$ cat src/rtl/hls_macc_pkg.sv
// hls_macc_pkg
//   Shared types and constants for the macc scheduler and its arbiter.
//   - state_t : scheduler FSM encoding (IDLE=0, START=1, WAIT=2, RESP=3)
//   - OPW_DEF / RESW_DEF : default operand bundle / result widths
//   - clog2() : owner-index width for a given requester count
package hls_macc_pkg;

    typedef enum logic [1:0] {
        IDLE  = 2'd0,
        START = 2'd1,
        WAIT  = 2'd2,
        RESP  = 2'd3
    } state_t;

    localparam int OPW_DEF  = 64;
    localparam int RESW_DEF = 32;

    // Ceiling log2, floored at 1 so a 2-requester index is still one bit wide.
    function automatic int clog2(input int n);
        int r;
        r = 1;
        while ((1 << r) < n) r++;
        return r;
    endfunction

endpackage

$ cat src/rtl/rr_arbiter.sv
// rr_arbiter
//   Combinational round-robin picker. Scans req starting at ptr, wrapping
//   at NREQ, and returns the first set bit.
//   Ports:
//     req  in  NREQ   request vector
//     ptr  in  IDXW   highest-priority index for this scan
//     gnt  out NREQ   one-hot grant (all zero when no request)
//     idx  out IDXW   index of the granted requester
//     any  out 1      at least one request present
module rr_arbiter
    import hls_macc_pkg::*;
#(
    parameter int NREQ = 4,
    parameter int IDXW = clog2(NREQ)
) (
    input  logic [NREQ-1:0] req,
    input  logic [IDXW-1:0] ptr,
    output logic [NREQ-1:0] gnt,
    output logic [IDXW-1:0] idx,
    output logic            any
);

    int j;

    always_comb begin
        gnt = '0;
        idx = '0;
        any = 1'b0;
        j   = 0;
        for (int k = 0; k < NREQ; k++) begin
            j = int'(ptr) + k;
            if (j >= NREQ) j = j - NREQ;
            if (!any && req[j]) begin
                any    = 1'b1;
                gnt[j] = 1'b1;
                idx    = IDXW'(j);
            end
        end
    end

endmodule

$ cat src/rtl/hls_macc_sched.sv
// hls_macc_sched
//   Shares one ap_ctrl_hs multiply-accumulate core between NREQ requesters.
//   Grants round-robin, latches the winner's operands, runs the core
//   start/ready/done handshake, returns the result to the owner and aborts
//   the transaction if the core takes TIMEOUT cycles without done.
//   Ports:
//     ap_clk, ap_rst            clock, synchronous active-high reset
//     req / req_opnd            level requests and per-requester operand slices
//     req_ack                   one-cycle pulse, operands captured
//     rsp_vld/rsp_data/rsp_err  one-cycle response pulse to the owner
//     busy, timeout_err         status (timeout_err is sticky until reset)
//     core_start/core_opnd      drive the core's ap_start and operand inputs
//     core_ready/done/idle      core's ap_ready/ap_done/ap_idle
//     core_result               core output, sampled with core_done
//   All outputs are registered.
module hls_macc_sched
    import hls_macc_pkg::*;
#(
    parameter int NREQ    = 4,
    parameter int OPW     = OPW_DEF,
    parameter int RESW    = RESW_DEF,
    parameter int TIMEOUT = 255
) (
    input  logic                 ap_clk,
    input  logic                 ap_rst,
    input  logic [NREQ-1:0]      req,
    input  logic [NREQ*OPW-1:0]  req_opnd,
    output logic [NREQ-1:0]      req_ack,
    output logic [NREQ-1:0]      rsp_vld,
    output logic [RESW-1:0]      rsp_data,
    output logic                 rsp_err,
    output logic                 busy,
    output logic                 timeout_err,
    output logic                 core_start,
    output logic [OPW-1:0]       core_opnd,
    input  logic                 core_ready,
    input  logic                 core_done,
    input  logic                 core_idle,
    input  logic [RESW-1:0]      core_result
);

    localparam int IDXW = clog2(NREQ);

    state_t          state, state_nxt;
    logic [IDXW-1:0] owner, owner_nxt;
    logic [IDXW-1:0] rr_ptr, ptr_nxt, owner_inc;
    logic [15:0]     wdog, wdog_nxt, wdog_inc;
    logic [NREQ-1:0] ack_nxt, vld_nxt;
    logic [RESW-1:0] data_nxt;
    logic [OPW-1:0]  opnd_nxt;
    logic            err_nxt, terr_nxt, start_nxt;

    logic [NREQ-1:0] gnt_oh;
    logic [IDXW-1:0] gnt_idx;
    logic            gnt_any;

    rr_arbiter #(.NREQ(NREQ), .IDXW(IDXW)) u_arb (
        .req (req),
        .ptr (rr_ptr),
        .gnt (gnt_oh),
        .idx (gnt_idx),
        .any (gnt_any)
    );

    assign wdog_inc  = wdog + 16'd1;
    assign owner_inc = (owner == IDXW'(NREQ - 1)) ? '0 : owner + 1'b1;

    always_comb begin
        state_nxt = state;
        owner_nxt = owner;
        ptr_nxt   = rr_ptr;
        wdog_nxt  = wdog;
        ack_nxt   = '0;
        vld_nxt   = '0;
        data_nxt  = rsp_data;
        err_nxt   = rsp_err;
        terr_nxt  = timeout_err;
        opnd_nxt  = core_opnd;
        start_nxt = 1'b0;
        case (state)
            IDLE: begin
                if (gnt_any && core_idle) begin
                    state_nxt = START;
                    owner_nxt = gnt_idx;
                    ack_nxt   = gnt_oh;
                    opnd_nxt  = req_opnd[int'(gnt_idx)*OPW +: OPW];
                    start_nxt = 1'b1;
                    wdog_nxt  = '0;
                end
            end
            START, WAIT: begin
                wdog_nxt  = wdog_inc;
                start_nxt = (state == START);
                // done beats the watchdog when both land in the same cycle;
                // in START done only counts together with ready.
                if (core_done && (state == WAIT || core_ready)) begin
                    state_nxt = RESP;
                    data_nxt  = core_result;
                    start_nxt = 1'b0;
                end else if (wdog_inc == 16'(TIMEOUT)) begin
                    state_nxt        = IDLE;
                    vld_nxt[owner]   = 1'b1;
                    err_nxt          = 1'b1;
                    data_nxt         = '0;
                    terr_nxt         = 1'b1;
                    ptr_nxt          = owner_inc;
                    start_nxt        = 1'b0;
                end else if (state == START && core_ready) begin
                    state_nxt = WAIT;
                    start_nxt = 1'b0;
                end
            end
            RESP: begin
                state_nxt      = IDLE;
                vld_nxt[owner] = 1'b1;
                err_nxt        = 1'b0;
                ptr_nxt        = owner_inc;
            end
            default: state_nxt = IDLE;
        endcase
    end

    always_ff @(posedge ap_clk) begin
        if (ap_rst) begin
            state       <= IDLE;
            owner       <= '0;
            rr_ptr      <= '0;
            wdog        <= '0;
            req_ack     <= '0;
            rsp_vld     <= '0;
            rsp_data    <= '0;
            rsp_err     <= 1'b0;
            busy        <= 1'b0;
            timeout_err <= 1'b0;
            core_start  <= 1'b0;
            core_opnd   <= '0;
        end else begin
            state       <= state_nxt;
            owner       <= owner_nxt;
            rr_ptr      <= ptr_nxt;
            wdog        <= wdog_nxt;
            req_ack     <= ack_nxt;
            rsp_vld     <= vld_nxt;
            rsp_data    <= data_nxt;
            rsp_err     <= err_nxt;
            busy        <= (state_nxt != IDLE);
            timeout_err <= terr_nxt;
            core_start  <= start_nxt;
            core_opnd   <= opnd_nxt;
        end
    end

endmodule

$ cat config.mk
export PLATFORM = sky130hd
export DESIGN_NAME = hls_macc_sched
export DESIGN_NICKNAME = d
export VERILOG_FILES = /design/src/rtl/hls_macc_pkg.sv /design/src/rtl/rr_arbiter.sv /design/src/rtl/hls_macc_sched.sv
export SDC_FILE = /design/constraint.sdc
export NUM_CORES = 1
export LEC_CHECK = 0
export CAP_MARGIN = 20
export CORE_MARGIN = 2
export CORE_UTILIZATION = 26
export CTS_BUF_LIST = sky130_fd_sc_hd__clkbuf_4
export CTS_CLUSTER_DIAMETER = 40
export CTS_CLUSTER_SIZE = 40
export DETAILED_ROUTE_END_ITERATION = 12
export GPL_TIMING_DRIVEN = 0
export PLACE_DENSITY = 0.66
export SLEW_MARGIN = 10
export SYNTH_ARGS = -nofsm -noshare
export SYNTH_HDL_FRONTEND = slang
export SYNTH_SLANG_ARGS = --single-unit
$ cat constraint.sdc
create_clock -name ap_clk -period 4.5 [get_ports ap_clk]
set_input_delay 1.35 -clock ap_clk [delete_from_list [all_inputs] [get_ports ap_clk]]
set_output_delay 1.35 -clock ap_clk [all_outputs]
set_load 0.01 [all_outputs]
==> metrics.yaml, run 1 <==
status:
  outcome: "completed"
yosys:
  synth_area_um2: 8400
  synthCells: 882
  synthFlopType: "dfxtp_1"
  ys_types: 65
  synthArstFlopShare_pct: 0
  synth_edf_count: 0
  syn_nets: 1198
  ys_ff_latch: 130
  synth_area_per_cell_um2: 9.52
  ys_seq_area_share_pct: 31.0
  yosysWarnings: 0
worst_setup_path:
  cp-startpoint: "req[3]"
  crit_path_top_delay_cell: "o41ai_1"
  worstSetupPathType: "primary input to flop"
  required_ns: 4.96
  cpPeakStageDelay_ns: 0.91
  r2r_start: "rr_ptr[0]"
  worst_r2r_path_depth: 12
  crit_arrival_ns: 4.32
  cp-endpoint: "wdog[13]"
  crit_fanout: 10
  critPathCaptureType: "flop"
  ff2ff_setup_slack_ns: 0.99
  crit_chain: "clkdlybuf4s50_1 > buf_4 > o41ai_1 > nand2_1 > o21ai_1 > clkbuf_1 > o21ai_0 > a21oi_1"
  r2r_end: "core_opnd[41]"
  cp-start-kind: "primary input"
global_routing:
  grt_max_degree: 17
  grt_pass1_vias: 8330
  grt_overflow: 0
  grt_pass1_wl_mm: 50.9
  grt_usage_pct: 19.7
  grt_antenna_before_repair: 3
routing:
  top_layer: "met5"
  vias: 8571
  drc: 0
  wl_per_cell_um: 20.4
  route.met3.wl_mm: 2.24
  post_drt_via_cell_ratio: 4.98
  ant_nets: 0
  wl_met2_mm: 18.1
  wirelength_met1_mm: 14.4
  first_iter_violations: 315
  drt-pass1-iter-count: 5
  routed_wl_mm: 35.1
cts:
  cts_buffers: 17
  root_buffer: "clkbuf_4"
  path_clk_slew_ns: 0.13
  cts_tree: "done"
  clock-sinks: 130
  cts_setup_buffers: 0
  cts_buffer_depth: 2
  insertion_delay_ns: 0.54
  h-tree-depth: 4
  cts_resized: 0
  ctsHoldBuffers: 0
placed_design:
  place_congestion: 0.829
  portBuffers: 404
  dpl.hpwl_mm: 27.8
  dp_worst_setup_slack_ns: 0.0336
power_and_ir_drop:
  leakage_nw: 4.65
  powerDensity_nw_per_um2: 385
  ir_drop_v: 0.000243
sta:
  rsz0062_at_grt: "false"
  clock_skew_ns: 0.0256
  whs_ns: 0.482
  setup_viol: 0
  tightest_slew_ns: 0.994
  slew_headroom_pct: 32.9
  tns_ns: 0
  period_share_pct: 85.6
  hold_viol: 0
  finalCriticalPeriod_ns: 3.85
  drv_slew: 0
  fin_ws_ns: 0.647
  fmax_mhz: 260
run:
  cap_viol_max_count: 0
layout:
  nets: 1622
  diodes: 0
  area_delta_synth_final_pct: 57.9
  drive_above_1_share_pct: 19.0
  finish.utilization_pct: 41.8
  n_fill_cell: 3150
die:
  die_w_um: 184
  fp.dieH_um: 184
  rows: 65
  core_um2: 31700
  die-area_um2: 33700
  ioPinCount: 405
  start_util_pct: 26.5
hold_path:
  hold_class: "flop to flop"
logic make-up (layout without fill, tap and decap cells):
logic type                 count (synthesis)  in the layout  synth area share, %
AOI/OAI and AO/OA                        272            272                 32.7
xor gates and xnor gates                   5              5                0.522
adders and majority gates                 19             19                 2.83
buffers and inverters                     99            536                 6.30
DFF                                      130            130                 31.0
muxes                                     75             75                 9.58
and+or+nand+nor                          282            282                 17.0
registers in the layout, indices dropped and copies added, names as in the netlist:
name / flops
core_opnd: 64
rsp_data: 32
wdog: 16
req_ack: 4
rsp_vld: 4
owner: 2
rr_ptr: 2
state: 2
busy: 1
core_start: 1
rsp_err: 1
timeout_err: 1
how the worst min path moves through the flow:
stage                        startpoint             to  slack [ns]  depth (start not counted)
final                          wdog[15]       wdog[15]        0.48                          2
after global routing      core_opnd[49]  core_opnd[49]        0.51                          2
after CTS                      wdog[15]       wdog[15]        0.48                          2
after detailed placement   core_opnd[4]   core_opnd[4]        0.46                          2
after global placement         wdog[15]       wdog[15]        0.45                          2
after floorplan                wdog[15]       wdog[15]        0.44                          2
metal layers:
layer  track usage [%]  up-vias
met5                 0        -
met4              3.17        4
met3              4.97       25
li1                  -     4176
met1              23.2     4075
met2              36.4      291
Yosys cell counts (6+ instances only):
library cell	count	share of area (%)
buf_2	25	1.5
nand3_1	8	0.48
clkbuf_1	37	1.7
buf_4	6	0.54
mux2i_1	68	8.1
and4_1	6	0.63
a21o_1	7	0.63
nand2_1	109	4.9
a21oi_1	54	3.2
nand4_1	6	0.45
a211oi_1	6	0.54
nor2_1	37	1.7
or3_1	66	4.9
a311oi_2	29	5.2
o211ai_1	10	0.89
buf_6	11	1.5
a22oi_1	6	0.54
inv_1	10	0.45
nor3_1	19	1.1
ha_1	19	2.8
o211ai_2	121	18
o21ai_0	8	0.48
dfxtp_1	130	31
worst max-delay path: cells and delay by family:
kind,cells,cell delay (ns)
AOI/OAI and AO/OA,4,1.67
buffers and inverters,3,1.10
and+or+nand+nor,1,0.20
cell usage in the layout (no fill, tap or decap), types with 5 or more instances in the layout:
master / netlist / layout
a21o_1: 7 / 7
inv_1: 10 / 10
clkbuf_1: 37 / 37
o211ai_1: 10 / 10
dfxtp_1: 130 / 130
nand2b_1: 5 / 5
a211oi_1: 6 / 6
a21oi_1: 54 / 53
nor3_1: 19 / 19
ha_1: 19 / 19
a31oi_1: 5 / 5
and4_1: 6 / 6
nor2_1: 37 / 37
nand2_1: 109 / 109
mux2i_1: 68 / 68
clkbuf_4: 5 / 22
inv_6: 0 / 7
clkdlybuf4s50_1: 0 / 404
o211ai_2: 121 / 121
o21ai_0: 8 / 8
buf_2: 25 / 25
nand3_1: 8 / 8
buf_6: 11 / 11
nand4_1: 6 / 6
a311oi_2: 29 / 29
or3_1: 66 / 66
buf_4: 6 / 6
a22oi_1: 6 / 6
cell type report:
cell class	count	area (µm²)	share of cell area (%)
Tap cell	402	503	3.79
Inverter	12	45.0	0.340
Clock buffer	17	128	0.962
Multi-Input combinational cell	653	5270	39.7
Buffer	87	484	3.65
Clock inverter	15	171	1.29
Sequential cell	130	2600	19.6
Timing Repair Buffer	405	4060	30.6
stage by stage:
stage / instance area (µm²) / cells / total power [mW]
floorplan: 8400 / 882 / 3.04
detailed placement: 13000 / 1689 / 4.23
global placement: 12900 / 1688 / 4.20
finish: 13300 / 1721 / 5.10
CTS: 13300 / 1721 / 5.16
global route: 13300 / 1721 / 5.40
report_power, final:
part / switching [mW] / total, mW / internal (mW)
Combinational: 1.46 / 2.67 / 1.21
Clock: 0.559 / 0.905 / 0.346
Sequential: 0.143 / 1.53 / 1.39
Note: power is estimated with default switching activity, not from simulation.
==> run 2: changes to the inputs <==
==> constraint.sdc (replaced) <==
create_clock -name ap_clk -period 4.5 [get_ports ap_clk]
set_input_delay 0.9 -clock ap_clk [delete_from_list [all_inputs] [get_ports ap_clk]]
set_output_delay 0.9 -clock ap_clk [all_outputs]
set_load 0.01 [all_outputs]
==> results of run 2 <==
Same layout as run 1 (identical final DEF). Status: completed.
Among the figures that moved: setup slack after placement 0.0336 ns -> 0.484 ns; clock-pin slew on the worst setup and hold paths 0.13 ns -> 0.16 ns; setup slack after layout 0.647 ns -> 0.991 ns; start point of the critical path req[3] -> rr_ptr[0]; end point of the critical path wdog[13] -> core_opnd[41]
==> run 3: changes to the inputs <==
Settings changed: PLACE_DENSITY 0.66 to 0.68.
Clock period 4.5 ns to 2.97 ns, I/O delays scaled along.
==> metrics.yaml, run 3 (same netlist as run 1, synthesis figures left out) <==
status:
  outcome: "completed"
die:
  fp.dieH_um: 184  # unchanged
  start_util_pct: 26.5  # unchanged
  die_w_um: 184  # unchanged
  rows: 65  # unchanged
  ioPinCount: 405  # unchanged
  die-area_um2: 33700  # unchanged
  core_um2: 31700  # unchanged
sta:
  period_share_pct: 97.1
  finalCriticalPeriod_ns: 2.88
  fin_ws_ns: 0.0871
  tns_ns: 0  # unchanged
  drv_slew: 0  # unchanged
  fmax_mhz: 347
  tightest_slew_ns: 0.744  # -0.250 ns
  hold_viol: 0  # unchanged
  slew_headroom_pct: 50.4  # +18 points
  setup_viol: 0  # unchanged
  clock_skew_ns: 0.0351  # +0.00946 ns
cts:
  cts_buffer_depth: 2  # unchanged
  cts_tree: "done"
  path_clk_slew_ns: 0.13
  insertion_delay_ns: 0.56  # +0.02 ns
  h-tree-depth: 4  # unchanged
  ctsHoldBuffers: 0  # unchanged
  cts_buffers: 17  # unchanged
  clock-sinks: 130  # unchanged
  root_buffer: "clkbuf_4"
worst_setup_path:
  worstSetupPathType: "flop to flop"
  crit_fanout: 10  # unchanged
  cp_num_buf_inv: 6
  worst_r2r_path_depth: 13  # +1
  critPathTopFamily: "buffers and inverters"
  crit_arrival_ns: 3.31
  crit_path_top_delay_cell: "dfxtp_4"
  crit_chain: "buf_6 > buf_6 > inv_2 > ha_1 > buf_4 > mux4_2 > and2b_2 > nor3_4 > buf_6 > buf_2 > or3_1 > o211ai_2 > o211ai_2"
  path_common_cell: "buf_6"
  required_ns: 3.40
  cp.depth: 13
  critPathCaptureType: "flop"
  cpPeakStageDelay_ns: 0.37
  cp-start-kind: "flop"
routing:
  post_drt_via_cell_ratio: 5.03  # +0.93%
  routed_wl_mm: 35.4  # +0.85%
  drc: 0  # unchanged
  first_iter_violations: 361  # +15%
  ant_nets: 0  # unchanged
  wl_per_cell_um: 20.4  # about the same
  drt-pass1-iter-count: 5  # unchanged
  vias: 8716  # +1.7%
global_routing:
  grt_max_degree: 17  # unchanged
  grt_usage_pct: 19.9  # +0.22 points
  grt_pass1_wl_mm: 51.7  # +1.7%
  grt_antenna_before_repair: 5  # +2
  grt_pass1_vias: 8795  # +5.6%
  grt_overflow: 0  # unchanged
power_and_ir_drop:
  seqPwrFrac_pct: 28.7  # -1.3 points
  ir_drop_v: 0.000296  # +22%
  power.share.switching_pct: 41.2  # -1.1 points
  total_power_mw: 8.06  # +58%
  internal-power_mw: 4.74  # +61%
  comb_power_share_pct: 53.5  # +1.2 points
  powerDensity_nw_per_um2: 587  # +53%
  clockPowerShare_pct: 17.8  # about the same
  leakage_nw: 4.83  # +3.8%
  power_switching_mw: 3.33  # +54%
layout:
  final_common_cell: "clkdlybuf4s50_1"
  largest_register_ffs: 64  # unchanged
  nets: 1631  # +0.55%
  multi_input_area_um2: 5430  # +3.0%
  n_fill_cell: 3072  # -2.5%
  area_delta_synth_final_pct: 63.6
  regMostFlops: "core_opnd"
  seqCellArea_um2: 2610  # +0.19%
  drive_above_1_share_pct: 22.2  # +3.2 points
  final_cell_mix: "404 x clkdlybuf4s50_1, 128 x dfxtp_1, 121 x o211ai_2"
  largest_registers: "core_opnd (64), rsp_data (32), wdog (16)"
placed_design:
  dpl.hpwl_mm: 27.6  # -0.76%
  place_congestion: 0.851  # +2.7%
  dp_worst_setup_slack_ns: -0.698
  portBuffers: 404  # unchanged
hold_path:
  hold_path_depth: 2  # unchanged
  hold_class: "flop to flop"
run:
  cap_viol_max_count: 0  # unchanged
[run 3: changes by cell type in the layout (fill, tap and decap cells not counted), moves of 4 or more]
cell      previous run  this run
clkbuf_2             2         8
buf_6               11        15
mux2i_1             68        49
clkbuf_1            37        26
mux2i_4              0         6
diode_2              0         4
buf_4                6        12
buf_2               25        16
mux2i_2              0        13
buf_8                1        11
[run 3: repair_timing]
action	in CTS	in global routing
gates resized for setup	66	32
cloned	0	2
pin swaps	2	1
setup buffers	4	3
setup endpoints to repair	66	73
[run 3: final timing paths]
kind             start            to  slack (ns)
min           wdog[15]      wdog[15]        0.48
max reg2reg  rr_ptr[0]  core_opnd[3]        0.09
min reg2reg   wdog[15]      wdog[15]        0.48
max          rr_ptr[0]  core_opnd[3]        0.09
[run 3: layer usage]
layer  vias to the layer above  GRT usage (%)  part of all wire (%)
met5                         -              0                 0.031
met4                         2           6.11                   2.2
met3                        51           4.85                   6.6
met2                       310           36.0                    51
met1                      4144           23.1                    40
li1                       4209              -                     -
[run 3: through the flow]
step	util (%)	hold WS (ns)	cells	cell area [µm²]
floorplan	-	0.439	882	8400
global placement	40.8	0.453	1688	12900
detailed placement	40.9	0.458	1689	13000
CTS	42.9	0.479	1725	13600
global route	43.3	0.507	1734	13700
finish	43.3	0.479	1734	13700
[run 3: power groups by stage]
stage | logic, mW | registers (mW) | clock network [mW]
finish | 4.31 | 2.32 | 1.43
global route | 4.62 | 2.36 | 1.53
CTS | 4.25 | 2.32 | 1.47
detailed placement | 4.05 | 2.35 | 0
global placement | 4.00 | 2.35 | 0
floorplan | 2.13 | 2.48 | 0
[run 3: layout make-up]
type                            count  area share, %
Multi-Input combinational cell    653           39.5
Timing Repair Buffer              414           30.3
Sequential cell                   130           19.0
Buffer                             87           4.88
Tap cell                          402           3.66
Clock inverter                     14           1.30
Clock buffer                       18          0.984
Inverter                           12          0.328
Antenna cell                        4         0.0729
[run 3: worst register-to-register path, delay by kind of cell (launching register included)]
family,cells,cell delay (ns)
buffers and inverters,6,0.93
AND/OR/NAND/NOR,3,0.70
flip-flops,1,0.37
multiplexers,1,0.35
adder cells (fa/ha/maj),1,0.25
AO/OA/AOI/OAI,2,0.18
==> RTL edit 1 (flow settings as in run 3) <==
Re-encode `state_t` (4 states) as one-hot, 4 bits wide.
--- a/src/rtl/hls_macc_pkg.sv
+++ b/src/rtl/hls_macc_pkg.sv
@@ -7,7 +7,7 @@
 
-    typedef enum logic [1:0] {
-        IDLE  = 2'd0,
-        START = 2'd1,
-        WAIT  = 2'd2,
-        RESP  = 2'd3
+    typedef enum logic [3:0] {
+        IDLE  = 4'b0001,
+        START = 4'b0010,
+        WAIT  = 4'b0100,
+        RESP  = 4'b1000
     } state_t;
Formal check against the unedited RTL: same outputs for any inputs over 4 cycles, from zero or initial values and one cycle with ap_rst high; so few cycles prove little.
==> RTL edit 1 against run 3 <==
  * Wire length fell by 3.9%
  * Sequential cell count rose by 2
  * Global-route usage rose by 1.4 points
  * Synthesized area fell by 13%
  * Maximum frequency rose by 0.63%
  * Final area fell by 8.9%
  * Worst setup slack improved by 18 ps
  * Utilization rose by 1.9 points
  * Critical path type unchanged
  * Critical endpoint is now core_opnd[45]
Power is not compared: it rests on default switching activity, and its combinational part moved more than twofold at a synthesized area within 25%.
==> RTL edit 1: results (changes against run 3) <==
OUTCOME
-----------------------------------------------------------------------------------------------------
Status                                                                                      completed

YOSYS
-----------------------------------------------------------------------------------------------------
Biggest area contributors in the synthesized netlist                                     dfxtp_1 36%, mux2i_1 9.6%, a21oi_1 7.2%
Portion of the post-synthesis area used by sequential elements                                  0.363   +0.0531
Net count of the mapped netlist                                                                  1169   -2.4%
Synth Area in XOR/XNOR                                                                        0.00361   -0.00161
Multiplexer share of the synthesized area                                                       0.102   +0.00665
Post-synthesis share of cell area spent on full adders, half adders and majority gates         0.0258   -0.00253
Cell variety after synth                                                                           60   -7.7%
Synth Instances                                                                                   857   -2.8%
Leading cell types by count after synthesis                                              132 x dfxtp_1, 112 x nand2_1, 104 x a21oi_1

PLACEMENT
-----------------------------------------------------------------------------------------------------
Post-detailed-placement cell area                                                           11800 um2   -9.1%
Setup slack after placement                                                                   -533 ps   +165 ps
Port-buffer cells                                                                                 401   -0.74%
Post-DP HPWL                                                                                 26200 um   -5.2%

GLOBAL ROUTE
-----------------------------------------------------------------------------------------------------
Met2 capacity usage during global routing                                                       0.347   -0.0125
Global-route track usage on met3                                                               0.0536   +0.00508
Via count of the first global-routing pass                                                       7953   -9.6%
Wire length of the first global-routing pass                                                 47600 um   -8.0%
Met1 Usage GRT                                                                                  0.273   +0.0415
Aggregate global-route resource usage                                                           0.213   +0.0136

PWR
-----------------------------------------------------------------------------------------------------
Cell area power density                                                                    359 nW/um2

ROUTING
-----------------------------------------------------------------------------------------------------
Via count of the routed design                                                                   8486   -2.6%
WL met2                                                                                      16100 um   -11%
Number of DRC markers after the initial detailed-route iteration                                  573   +59%
Met3 Routed Length                                                                            2530 um   +7.9%
Average routed wire per standard cell                                                         20.1 um   -1.3%

FINISH
-----------------------------------------------------------------------------------------------------
Final net count                                                                                  1603   -1.7%
Number of standard cells in the layout, taps in and fillers out                                  1689   -2.6%
Number of fill cells in the layout                                                               2772   -9.8%
Fraction of final layout cells sized beyond drive strength 1                                    0.105   -0.117

STA
-----------------------------------------------------------------------------------------------------
Total negative setup slack                                                                       0 ps   unchanged
Hold WS                                                                                        456 ps   -23.0 ps
Maximum clock frequency                                                                     0.349 GHz   +0.63%
Worst rel slew slack                                                                            0.504   -0.000569
Worst clock skew                                                                              29.3 ps   -5.84 ps

SETUP PATH
-----------------------------------------------------------------------------------------------------
Setup slack on the worst flop-to-flop path                                                     110 ps   +20 ps
Highest cell delay on the worst timing path                                                    420 ps   +50 ps
Family with the most delay on the worst path                                             compound AO/OA/AOI/OAI gates
Worst EP arrival                                                                              3290 ps   -20 ps

CTS
-----------------------------------------------------------------------------------------------------
Clock latency reported for the late side of the worst-skew pair                                540 ps   -20 ps
CTS HTree Levels                                                                                    4   unchanged
Buffer type at the clock tree root                                                           clkbuf_4

==> RTL edit 1: path summary, 6_finish.rpt <==
| check | startpoint | endpoint | cells past startpoint |
|---|---|---|---|
| max reg2reg | rr_ptr[1] | core_opnd[45] | 13 |
| min reg2reg | timeout_err | timeout_err | 2 |
| max | rr_ptr[1] | core_opnd[45] | 13 |
| min | timeout_err | timeout_err | 2 |
==> RTL edit 1: cell type report <==
class                      count  area, um2  share of cell area
tap                          378        473              0.0378
inverter                      12       45.0             0.00360
multi-input combinational    636       4360               0.348
buffer                        74        507              0.0405
timing repair buffer         418       4180               0.334
antenna                        7       17.5             0.00140
clock inverter                15        155              0.0124
sequential                   132       2650               0.212
clock buffer                  17        128              0.0102
==> RTL edit 1: what timing repair did <==
| item | CTS | global route |
|---|---|---|
| setup endpoints to repair | 66 | 93 |
| cloned | 1 | 2 |
| gates resized for setup | 33 | 44 |
| buffers inserted | 4 | 9 |
| pin swaps | 1 | 5 |
==> RTL edit 2 (flow settings as in run 3) <==
Made on the original files. The package constant `OPW_DEF` goes from 64 to 96.
--- a/src/rtl/hls_macc_pkg.sv
+++ b/src/rtl/hls_macc_pkg.sv
@@ -14,3 +14,3 @@
 
-    localparam int OPW_DEF  = 64;
+    localparam int OPW_DEF  = 96;
     localparam int RESW_DEF = 32;
Ports: changed (resized core_opnd and req_opnd); port bits go from 405 to 565. The function was not compared with the original's and may differ.
==> RTL edit 2 against run 3 <==
  * Critical path depth down 1
  * Largest cell class is now non-clock buffers
  * Power down 23%
  * Sequential share of layout area up 0.62 points
  * Synthesized cell count up 38%
  * First-iteration DRC count up 60%
  * Wire length up 44%
  * Sequential cell count up 32
  * Via count up 35%
  * Synthesized area up 13%
  * Worst setup slack worse by 19 ps
  * Clock skew down 5.8 ps
  * Final area up 21%
==> RTL edit 2: results (changes against run 3) <==
OUTCOME
--------------------------------------------------------------------------------------------------------
Status                                                                                         completed

PWR
--------------------------------------------------------------------------------------------------------
Overall power consumption                                                                        6.22 mW   -23%
Peak ir drop on the vdd network                                                                   236 uV   -20%
Part of the total power dissipated in combinational logic                                          0.377   -0.158

YOSYS
--------------------------------------------------------------------------------------------------------
Biggest area contributors in the synthesized netlist                                        dfxtp_1 34%, mux2_2 7.7%, a21oi_1 7.6%
Synth Area in XOR/XNOR                                                                           0.00556   +0.000345
Post-synthesis share of cell area spent on full adders, half adders and majority gates            0.0252   -0.00316
Multiplexer share of the synthesized area                                                         0.0900   -0.00579

GLOBAL ROUTE
--------------------------------------------------------------------------------------------------------
Number of antenna violations at the first check in global routing                                     18   +13
Global-route track usage on met3                                                                  0.0694   +0.0209
Met1 Usage GRT                                                                                     0.279   +0.0477
Aggregate global-route resource usage                                                              0.259   +0.0595

SETUP PATH
--------------------------------------------------------------------------------------------------------
CP startpoint                                                                                  rr_ptr[1]
Destination of the worst register-to-register timing path                                   core_opnd[15]
Worst reg-to-reg path cell count                                                                      12   -1

ROUTING
--------------------------------------------------------------------------------------------------------
Number of DRC markers after the initial detailed-route iteration                                     578   +60%
Detailed Route WL                                                                               50900 um   +44%
Vias per inst                                                                                       5.09   +1.3%

CTS
--------------------------------------------------------------------------------------------------------
Clock latency reported for the late side of the worst-skew pair                                   640 ps   +80 ps
Post-CTS repair timing setup buffer count                                                             14   +10
Post-CTS clock slew at the launch and capture registers of the worst setup and hold paths         170 ps   +40 ps

STA
--------------------------------------------------------------------------------------------------------
Share of the cycle needed by the critical path after routing                                       0.977   +0.00649
Worst rel slew slack                                                                               0.517   +0.0127

FINISH
--------------------------------------------------------------------------------------------------------
Largest registers in the final layout                                                       core_opnd (96), rsp_data (32), wdog (16)
Fraction of final layout cells sized beyond drive strength 1                                       0.122   -0.100

PLACEMENT
--------------------------------------------------------------------------------------------------------
Setup slack after placement                                                                     -1500 ps   -801 ps

## RTL edit 2: changes by cell type in the layout (fill, tap and decap cells not counted), moves of 29 or more
cell / change
a21oi_1: +90
o211ai_2: -121
clkdlybuf4s50_1: +158
o2111a_1: +33
nor2_1: +127
mux2_2: +64
a311oi_2: -29
a22oi_1: +66
nand2_1: +46
nand3_1: +64
mux2i_1: -48
## RTL edit 2: how the worst min path moves through the flow
stage                      startpoint          end  slack, ps  cells past startpoint
after floorplan              owner[1]     owner[1]        470                      2
after global placement    timeout_err  timeout_err        450                      1
after detailed placement  timeout_err  timeout_err        460                      1
after CTS                 timeout_err  timeout_err        500                      1
after global routing      timeout_err  timeout_err        520                      1
final                     timeout_err  timeout_err        490                      1
## RTL edit 2: area by class of cell
cell class              count  area share
inverters                  14     0.00339
repair buffers            591       0.354
clock inverters            14     0.00866
clock buffers              17     0.00768
plain buffers             104      0.0416
multi-input cells         936       0.351
well taps                 461      0.0347
diodes                     18     0.00271
flip-flops and latches    162       0.196
